===== src/rtl/uart_rx_framer_if.sv =====
// Bus between a UART byte source / downstream TAP reader and the uart_rx_framer.
// Signal names carry the direction as seen from the framer (the slave side).
interface uart_rx_framer_if #(
  parameter int DEPTH = 8
);
  localparam int LVL_W = $clog2(DEPTH) + 1;

  logic             RX_VALID_I;
  logic [7:0]       RX_DATA_I;
  logic             RX_FRAME_ERR_I;
  logic             READ_I;
  logic             CLEAR_OVERFLOW_I;
  logic [7:0]       DATA_REC_O;
  logic             CMD_REC_O;
  logic             RX_EMPTY_O;
  logic             RX_FULL_O;
  logic [LVL_W-1:0] FILL_LEVEL_O;
  logic             OVERFLOW_O;

  modport slave (
    input  RX_VALID_I, RX_DATA_I, RX_FRAME_ERR_I, READ_I, CLEAR_OVERFLOW_I,
    output DATA_REC_O, CMD_REC_O, RX_EMPTY_O, RX_FULL_O, FILL_LEVEL_O, OVERFLOW_O
  );

  modport master (
    output RX_VALID_I, RX_DATA_I, RX_FRAME_ERR_I, READ_I, CLEAR_OVERFLOW_I,
    input  DATA_REC_O, CMD_REC_O, RX_EMPTY_O, RX_FULL_O, FILL_LEVEL_O, OVERFLOW_O
  );
endinterface


===== src/rtl/uart_rx_framer.sv =====
// UART receive framer: strips escape sequences from the byte stream and queues
// {cmd, byte} entries in a show-ahead FIFO with a sticky overflow flag.
module uart_rx_framer #(
  parameter int         DEPTH    = 8,
  parameter logic [7:0] ESC_BYTE = 8'h01
) (
  input logic             CLK_I,
  input logic             RST_NI,
  uart_rx_framer_if.slave bus
);
  localparam int AW = $clog2(DEPTH);
  localparam int PW = AW + 1;
  localparam logic [PW-1:0] PTR_ONE = {{AW{1'b0}}, 1'b1};

  typedef enum logic [0:0] {
    ST_IDLE    = 1'b0,
    ST_ESCAPED = 1'b1
  } state_e;

  state_e        state_q, state_d;
  logic [8:0]    mem_q [DEPTH];
  logic [PW-1:0] wptr_q, wptr_d;
  logic [PW-1:0] rptr_q, rptr_d;
  logic          overflow_q, overflow_d;

  logic          push_s;
  logic [8:0]    push_entry_s;
  logic          empty_s, full_s;
  logic          do_push_s, do_pop_s, drop_s;
  logic [8:0]    head_s;

  // FSM state register
  always_ff @(posedge CLK_I or negedge RST_NI) begin
    if (!RST_NI) begin
      state_q <= ST_IDLE;
    end else begin
      state_q <= state_d;
    end
  end

  // FSM next state: only valid bytes advance; a framing error always resynchronises to IDLE
  always_comb begin
    state_d = state_q;
    if (bus.RX_VALID_I) begin
      if (bus.RX_FRAME_ERR_I) begin
        state_d = ST_IDLE;
      end else begin
        case (state_q)
          ST_IDLE: begin
            if (bus.RX_DATA_I == ESC_BYTE) begin
              state_d = ST_ESCAPED;
            end else begin
              state_d = ST_IDLE;
            end
          end
          ST_ESCAPED: state_d = ST_IDLE;
          default:    state_d = ST_IDLE;
        endcase
      end
    end else begin
      state_d = state_q;
    end
  end

  // FSM outputs: which entry, if any, the current byte produces
  always_comb begin
    push_s       = 1'b0;
    push_entry_s = 9'h000;
    if (bus.RX_VALID_I && !bus.RX_FRAME_ERR_I) begin
      case (state_q)
        ST_IDLE: begin
          if (bus.RX_DATA_I != ESC_BYTE) begin
            push_s       = 1'b1;
            push_entry_s = {1'b0, bus.RX_DATA_I};
          end else begin
            push_s       = 1'b0;
          end
        end
        ST_ESCAPED: begin
          // Escaped escape byte is a literal; anything else is a command
          push_s       = 1'b1;
          push_entry_s = {(bus.RX_DATA_I != ESC_BYTE), bus.RX_DATA_I};
        end
        default: begin
          push_s       = 1'b0;
        end
      endcase
    end else begin
      push_s = 1'b0;
    end
  end

  assign empty_s   = (wptr_q == rptr_q);
  assign full_s    = (wptr_q[AW] != rptr_q[AW]) && (wptr_q[AW-1:0] == rptr_q[AW-1:0]);
  assign do_pop_s  = bus.READ_I && !empty_s;
  // A pop in the same cycle frees the slot, so a push on a full FIFO still lands
  assign do_push_s = push_s && (!full_s || do_pop_s);
  assign drop_s    = push_s && full_s && !do_pop_s;

  // Pointer and overflow next-state; a new overflow beats a same-cycle clear
  always_comb begin
    wptr_d     = wptr_q;
    rptr_d     = rptr_q;
    overflow_d = overflow_q;
    if (do_push_s) begin
      wptr_d = wptr_q + PTR_ONE;
    end else begin
      wptr_d = wptr_q;
    end
    if (do_pop_s) begin
      rptr_d = rptr_q + PTR_ONE;
    end else begin
      rptr_d = rptr_q;
    end
    if (drop_s) begin
      overflow_d = 1'b1;
    end else if (bus.CLEAR_OVERFLOW_I) begin
      overflow_d = 1'b0;
    end else begin
      overflow_d = overflow_q;
    end
  end

  // Pointer and overflow registers
  always_ff @(posedge CLK_I or negedge RST_NI) begin
    if (!RST_NI) begin
      wptr_q     <= {PW{1'b0}};
      rptr_q     <= {PW{1'b0}};
      overflow_q <= 1'b0;
    end else begin
      wptr_q     <= wptr_d;
      rptr_q     <= rptr_d;
      overflow_q <= overflow_d;
    end
  end

  // Storage array; contents are don't-care after reset because the pointers gate visibility
  always_ff @(posedge CLK_I) begin
    if (do_push_s) begin
      mem_q[wptr_q[AW-1:0]] <= push_entry_s;
    end
  end

  // Show-ahead head, forced to zero while empty
  always_comb begin
    head_s = 9'h000;
    if (!empty_s) begin
      head_s = mem_q[rptr_q[AW-1:0]];
    end else begin
      head_s = 9'h000;
    end
  end

  assign bus.DATA_REC_O   = head_s[7:0];
  assign bus.CMD_REC_O    = head_s[8];
  assign bus.RX_EMPTY_O   = empty_s;
  assign bus.RX_FULL_O    = full_s;
  assign bus.FILL_LEVEL_O = wptr_q - rptr_q;
  assign bus.OVERFLOW_O   = overflow_q;

endmodule


===== src/flat_wrapper.sv =====
// flat-port wrapper written by rule: the top's interface ports become plain ports
module uart_rx_framer_flat 
#(
  parameter int         DEPTH    = 8,
  parameter logic [7:0] ESC_BYTE = 8'h01
)
  (CLK_I, RST_NI, bus_RX_VALID_I, bus_RX_DATA_I, bus_RX_FRAME_ERR_I, bus_READ_I, bus_CLEAR_OVERFLOW_I, bus_DATA_REC_O, bus_CMD_REC_O, bus_RX_EMPTY_O, bus_RX_FULL_O, bus_FILL_LEVEL_O, bus_OVERFLOW_O);
  uart_rx_framer_if #(.DEPTH(DEPTH)) bus_i ();
  input logic CLK_I;
  input logic RST_NI;
  input wire logic [$bits(bus_i.RX_VALID_I)-1:0] bus_RX_VALID_I;
  input wire logic [$bits(bus_i.RX_DATA_I)-1:0] bus_RX_DATA_I;
  input wire logic [$bits(bus_i.RX_FRAME_ERR_I)-1:0] bus_RX_FRAME_ERR_I;
  input wire logic [$bits(bus_i.READ_I)-1:0] bus_READ_I;
  input wire logic [$bits(bus_i.CLEAR_OVERFLOW_I)-1:0] bus_CLEAR_OVERFLOW_I;
  output wire logic [$bits(bus_i.DATA_REC_O)-1:0] bus_DATA_REC_O;
  output wire logic [$bits(bus_i.CMD_REC_O)-1:0] bus_CMD_REC_O;
  output wire logic [$bits(bus_i.RX_EMPTY_O)-1:0] bus_RX_EMPTY_O;
  output wire logic [$bits(bus_i.RX_FULL_O)-1:0] bus_RX_FULL_O;
  output wire logic [$bits(bus_i.FILL_LEVEL_O)-1:0] bus_FILL_LEVEL_O;
  output wire logic [$bits(bus_i.OVERFLOW_O)-1:0] bus_OVERFLOW_O;
  assign bus_i.RX_VALID_I = bus_RX_VALID_I;
  assign bus_i.RX_DATA_I = bus_RX_DATA_I;
  assign bus_i.RX_FRAME_ERR_I = bus_RX_FRAME_ERR_I;
  assign bus_i.READ_I = bus_READ_I;
  assign bus_i.CLEAR_OVERFLOW_I = bus_CLEAR_OVERFLOW_I;
  assign bus_DATA_REC_O = bus_i.DATA_REC_O;
  assign bus_CMD_REC_O = bus_i.CMD_REC_O;
  assign bus_RX_EMPTY_O = bus_i.RX_EMPTY_O;
  assign bus_RX_FULL_O = bus_i.RX_FULL_O;
  assign bus_FILL_LEVEL_O = bus_i.FILL_LEVEL_O;
  assign bus_OVERFLOW_O = bus_i.OVERFLOW_O;
  uart_rx_framer #(.DEPTH(DEPTH), .ESC_BYTE(ESC_BYTE)) u_core (.CLK_I(CLK_I), .RST_NI(RST_NI), .bus(bus_i));
endmodule

===== config.mk =====
export PLATFORM = sky130hd
export DESIGN_NAME = uart_rx_framer_flat
export DESIGN_NICKNAME = d
export VERILOG_FILES = /design/src/rtl/uart_rx_framer_if.sv /design/src/rtl/uart_rx_framer.sv /design/src/flat_wrapper.sv
export SDC_FILE = /design/constraint.sdc
export NUM_CORES = 1
export LEC_CHECK = 0
export ABC_AREA = 1
export BUFFER_PORTS_ARGS = -buffer_cell sky130_fd_sc_hd__buf_2
export CORE_ASPECT_RATIO = 0.75
export CORE_MARGIN = 2
export CORE_UTILIZATION = 59
export DETAILED_ROUTE_END_ITERATION = 12
export HOLD_SLACK_MARGIN = 0.15
export MAX_ROUTING_LAYER = met4
export PLACE_DENSITY_LB_ADDON = 0.05
export SLEW_MARGIN = 20
export SYNTH_ARGS = -nofsm -noshare
export SYNTH_HDL_FRONTEND = slang
export SYNTH_SLANG_ARGS = --single-unit

===== constraint.sdc =====
create_clock -name CLK_I -period 2.92 [get_ports CLK_I]
set_clock_uncertainty 0.2 [all_clocks]
set_input_delay 0.584 -clock CLK_I [delete_from_list [all_inputs] [get_ports CLK_I]]
set_output_delay 0.584 -clock CLK_I [all_outputs]
set_load 0.03 [all_outputs]

## Yosys cells after proc, flatten, opt, wreduce, memory -nomap -nowiden

Memory sizes are Yosys's and may differ from the RTL's.
Index checks and enable logic that the tools add are counted.

- Register bits after elaboration: 10
- Bits in latches: 0
- Memory bits (writable): 72
- Bits in read-only memories: 0
- Input port bits: 14
- Logic and storage cells: 40
- Memories: 1

- Add/sub/neg operators: 3
- Multipliers: 0
- Div/mod/pow operators: 0
- Magnitude comparators: 0
- Eq/ne operators: 5
- Shifts and indexed selects: 0
- Mux-type cells: 14
- Bitwise operators: 1
- Reduce and logical (&&, ||, !) cells: 12

Memory list:

| name | depth | bits a word | rd ports | clocked after memory_dff | write ports | RTL line | text |
|---|---|---|---|---|---|---|---|
| u_core.mem_q | 8 | 9 | 1 | 0 | 1 | uart_rx_framer.sv:21 | `logic [8:0] mem_q [DEPTH];` |

Operator list:

| operator | number |
|---|---|
| 9-bit 2-to-1 mux | 2 |
| 9-bit one-hot mux with 2 select lines | 1 |
| 4-bit by 1-bit adder with 4-bit output, second input constant | 2 |
| 8-bit by 1-bit == test with 1-bit output, second input constant | 1 |
| 1-bit 2-to-1 mux | 8 |
| 8-bit 2-to-1 mux | 1 |
| 8-bit by 1-bit != test with 1-bit output, second input constant | 1 |
| 1-bit logical AND | 6 |
| 4-bit == test | 1 |
| 1-bit zero test | 4 |
| 1-bit one-hot mux with 2 select lines | 2 |
| 4-bit subtractor | 1 |
| 3-bit == test | 1 |
| 2-bit nonzero test | 1 |
| 1-bit logical OR | 1 |
| 1-bit != test | 1 |
| 1-bit inverter | 1 |

## Logic depth before layout (Yosys ltp)

- Depth after elaboration: 7
- Depth in mapped cells: 10
- Mapped depth without buffers: 8

## Worst setup path after synthesis

Ideal clock, no wire load.

- Kind: flip-flop to output port
- Start: register u_core.rptr_q[2]
- End: output bus_CMD_REC_O
- Data arrival time: 1.814 ns
- Required time: 2.136 ns
- Slack: 0.322 ns
- Cell stages (with the launch flop): 9
- Path buffers: 1
- Cells stage by stage: dfrtp_1 -> clkbuf_1 -> inv_1 -> ha_1 -> nand3_2 -> nor2_4 -> inv_2 -> nand2_1 -> nor2_1

- Word-level cells in the longest chain between the ends: 2

RTL lines:

| item | RTL line | text |
|---|---|---|
| start, declared | uart_rx_framer.sv:23 | `logic [PW-1:0] rptr_q, rptr_d;` |
| start signal, assigned | uart_rx_framer.sv:128 | `rptr_q <= {PW{1'b0}};` |
| start signal, assigned | uart_rx_framer.sv:132 | `rptr_q <= rptr_d;` |
| 4-bit == test | uart_rx_framer.sv:93 | `assign empty_s = (wptr_q == rptr_q);` |
| via bus_RX_EMPTY_O | flat_wrapper.sv:18 | `output wire logic [$bits(bus_i.RX_EMPTY_O)-1:0] bus_RX_EMPTY_O;` |
| 9-bit 2-to-1 mux | uart_rx_framer.sv:147 | `if (!empty_s) begin` |
| end, declared | flat_wrapper.sv:17 | `output wire logic [$bits(bus_i.CMD_REC_O)-1:0] bus_CMD_REC_O;` |

The timed path passes the listed nets, and every way through them passes these cells.

## Worst setup path after layout

- Start: register u_core.wptr_q[0]
- End: output bus_DATA_REC_O[5]

- Word-level cells in the longest chain between the ends: 2

RTL lines:

| item | RTL line | text |
|---|---|---|
| start, declared | uart_rx_framer.sv:22 | `logic [PW-1:0] wptr_q, wptr_d;` |
| start signal, assigned | uart_rx_framer.sv:127 | `wptr_q <= {PW{1'b0}};` |
| start signal, assigned | uart_rx_framer.sv:131 | `wptr_q <= wptr_d;` |
| 4-bit == test | uart_rx_framer.sv:93 |  |
| 9-bit 2-to-1 mux | uart_rx_framer.sv:147 |  |
| end, declared | flat_wrapper.sv:16 | `output wire logic [$bits(bus_i.DATA_REC_O)-1:0] bus_DATA_REC_O;` |

No other way between the ends.

==> metrics.cfg <==
[synth]
ys_warn_count = 0
synthArstFlopShare = 0.122
synth_fp_nets = 381
ys_seq_area_frac = 0.635
yosys.cell_types.count = 32
synthFlopType = edfxtp_1
yosys_register_bits = 82
synth_area_mm2 = 0.00380
synth_edf_count = 72
avgSynthCellArea_um2 = 10.5
synth_cells = 361

[timing]
setup_viol = 0
post-route-period-util = 0.946
tns_ns = 0
slew_viol_final = 0
maxSlewHeadroom = 0.486
rsz0062_at_grt = false
fmax_mhz = 362
hold_viol = 0
worst_pin_slew_ns = 0.768
post-route-min-period_ns = 2.76

[global_routing]
grt_usage = 0.246
grt_max_degree = 38
grt_first_pass_wirelength_mm = 12.7
antenna_found_initial = 0
grt_pass1_vias = 2469
grt-ovfl-total = 0

[route]
drc = 0
drtPass1Iterations = 5
wl_per_cell_um = 15.9
routed_wl_mm = 7.72
drt-initial-drc-count = 196
vias = 2578
final_antenna_net_count = 0
avgViaCountPerCell = 5.33

[placed_design]
gp_congestion = 0.881
dp_hpwl_mm = 5.24
post_dp_cell_area_mm2 = 0.00404
port_buffers = 29

[setup_path]
worst-setup-path-type = reg2out
required_ns = 2.14
crit_path_cell_trace = inv_1 -> ha_1 -> nand3_2 -> nor2_4 -> inv_4 -> nand2_1 -> nor2_1 -> buf_2
crit_path_start_kind = flop
max_stage_delay_ns = 0.46
crit_path_end_kind = output pin
slowest_stage = dfrtp_2
cpLargestDelayFamily = buffers and inverters
cp_max_fo = 9
critPathArrivalTime_ns = 1.98
path_buf_inv = 3

[finish]
antenna_cells = 0
final_cell_mix = 100 x nor2_1, 72 x edfxtp_1, 38 x nand2_1
design_area_mm2 = 0.00426
nFillCells = 484
areaGrowthSynthToFinish_pct = 12.1
layout.nets = 418
drive_gt1_frac = 0.201
final_common_cell = nor2_1
area.sequential_mm2 = 0.00242
post-route-util = 0.681
multi_input_area_mm2 = 0.00118

[die]
initial_core_util = 0.608
io_pins = 30
die_h_um = 73.5
die_w_um = 96.7
design.core.area_mm2 = 0.00626
rows = 25
die-area_mm2 = 0.00711

[run_status]
status = finished, final reports clean

[power_and_ir_drop]
power_leakage_nw = 1.72
ir_worst_vdd_mv = 0.686
pwr_density_cell_mw_per_mm2 = 1070

[flow_run]
max_cap_violations = 0

[clock_tree]
clk_pin_slew_ns = 0.08
clock-sinks = 82
ctsLongestPathBuffers = 2
cts_tree = built
clk_latency_ns = 0.35
cts-htree-levels = 3
cts_buffers = 9
postCtsSetupBuffers = 0
root_buffer = clkbuf_8

[worst_hold_path]
min_path_type = in2reg

## area by class of cell
| class | count | share of cell area |
|---|---|---|
| Clock buffer | 10 | 0.0299 |
| Clock inverter | 6 | 0.0191 |
| Inverter | 26 | 0.0238 |
| Multi-Input combinational cell | 237 | 0.276 |
| Sequential cell | 82 | 0.567 |
| Tap cell | 81 | 0.0238 |
| Timing Repair Buffer | 42 | 0.0605 |
## synthesized netlist by cell type, types with 2 or more instances
cell type,count,area [µm²]
nor2_2,9,56.3
nand3_4,2,35.0
nor2_4,2,22.5
xor2_1,3,26.3
nand2_4,3,33.8
inv_2,2,7.51
edfxtp_1,72,2160
clkbuf_2,3,15.0
buf_4,3,22.5
ha_1,5,62.6
nand2_2,3,18.8
nor2_1,100,375
o21ai_0,31,155
nand3_1,18,90.1
dfrtp_1,10,250
nand4_1,5,31.3
buf_2,5,25.0
buf_6,2,22.5
clkbuf_1,2,7.51
nand2_1,38,143
o21ai_1,9,45.0
inv_1,22,82.6
nand3_2,2,20.0
xnor2_1,2,17.5
## routing by layer
| metal | wire length, µm | global-route usage | share of wire | vias up |
|---|---|---|---|---|
| li1 | - | - | - | 1284 |
| met1 | 3660 | 0.343 | 0.47 | 1196 |
| met2 | 3430 | 0.361 | 0.44 | 82 |
| met3 | 525 | 0.0676 | 0.068 | 16 |
| met4 | 108 | 0.0689 | 0.014 | 0 |
| met5 | 0 | - | 0 | - |
## metrics by stage
stage,setup WS (ns),power [mW],cells,hold slack (ns)
after global routing,0.000449,4.89,484,0.229
after detailed placement,0.367,3.75,467,0.262
after CTS,0.0132,4.61,484,0.212
after floorplan,0.322,3.18,361,0.0884
final,0.158,4.58,484,0.228
after global placement,0.446,3.72,467,0.265
## worst register-to-register path: cells and delay by family, from the launching register on
kind          cells  cell delay, ns
simple gates      4            0.81
fa+ha+maj         1            0.29
buf+inv           3            0.48
flops             1            0.46
## power by group
part	leakage [nW]	internal, mW	switching, mW
Sequential	0.791	1.39	0.0934
Combinational	0.827	0.699	1.54
Clock	0.105	0.476	0.381
## cells by family (layout without fill, tap and decap cells)
kind of cell / Yosys count / in the layout / share of synthesized area
compound gates: 43 / 43 / 0.0576
buf+inv: 42 / 84 / 0.0556
xor+xnor: 5 / 5 / 0.0115
fa+ha+maj: 6 / 6 / 0.0217
flops: 82 / 82 / 0.635
simple gates: 183 / 183 / 0.219
## final timing paths
check                                      start                    end  slack [ns]  depth (start not counted)
max in group asynchronous                 RST_NI       u_core.wptr_q[2]        1.86                          2
min in group asynchronous                 RST_NI       u_core.wptr_q[1]        0.43                          2
hold / removal              bus_CLEAR_OVERFLOW_I  u_core.bus.OVERFLOW_O        0.23                          2
setup reg to reg                u_core.wptr_q[0]     u_core.mem_q[0][0]        0.41                          8
hold reg to reg            u_core.bus.OVERFLOW_O  u_core.bus.OVERFLOW_O        0.33                          2
setup / recovery                u_core.wptr_q[0]      bus_DATA_REC_O[5]        0.16                          8
## sequential cells by signal, indices dropped and copies added (netlist names)
signal	flops
u_core.mem_q	72
u_core.bus.OVERFLOW_O	1
u_core.state_q	1
u_core.rptr_q	4
u_core.wptr_q	4
## repair_timing
item	in CTS	in global routing
hold buffers	1	0
gates resized for setup	0	4
endpoints found under the hold margin	10	0
endpoints found under the setup margin	0	9
No activity file was read; power rests on OpenSTA's default activity.
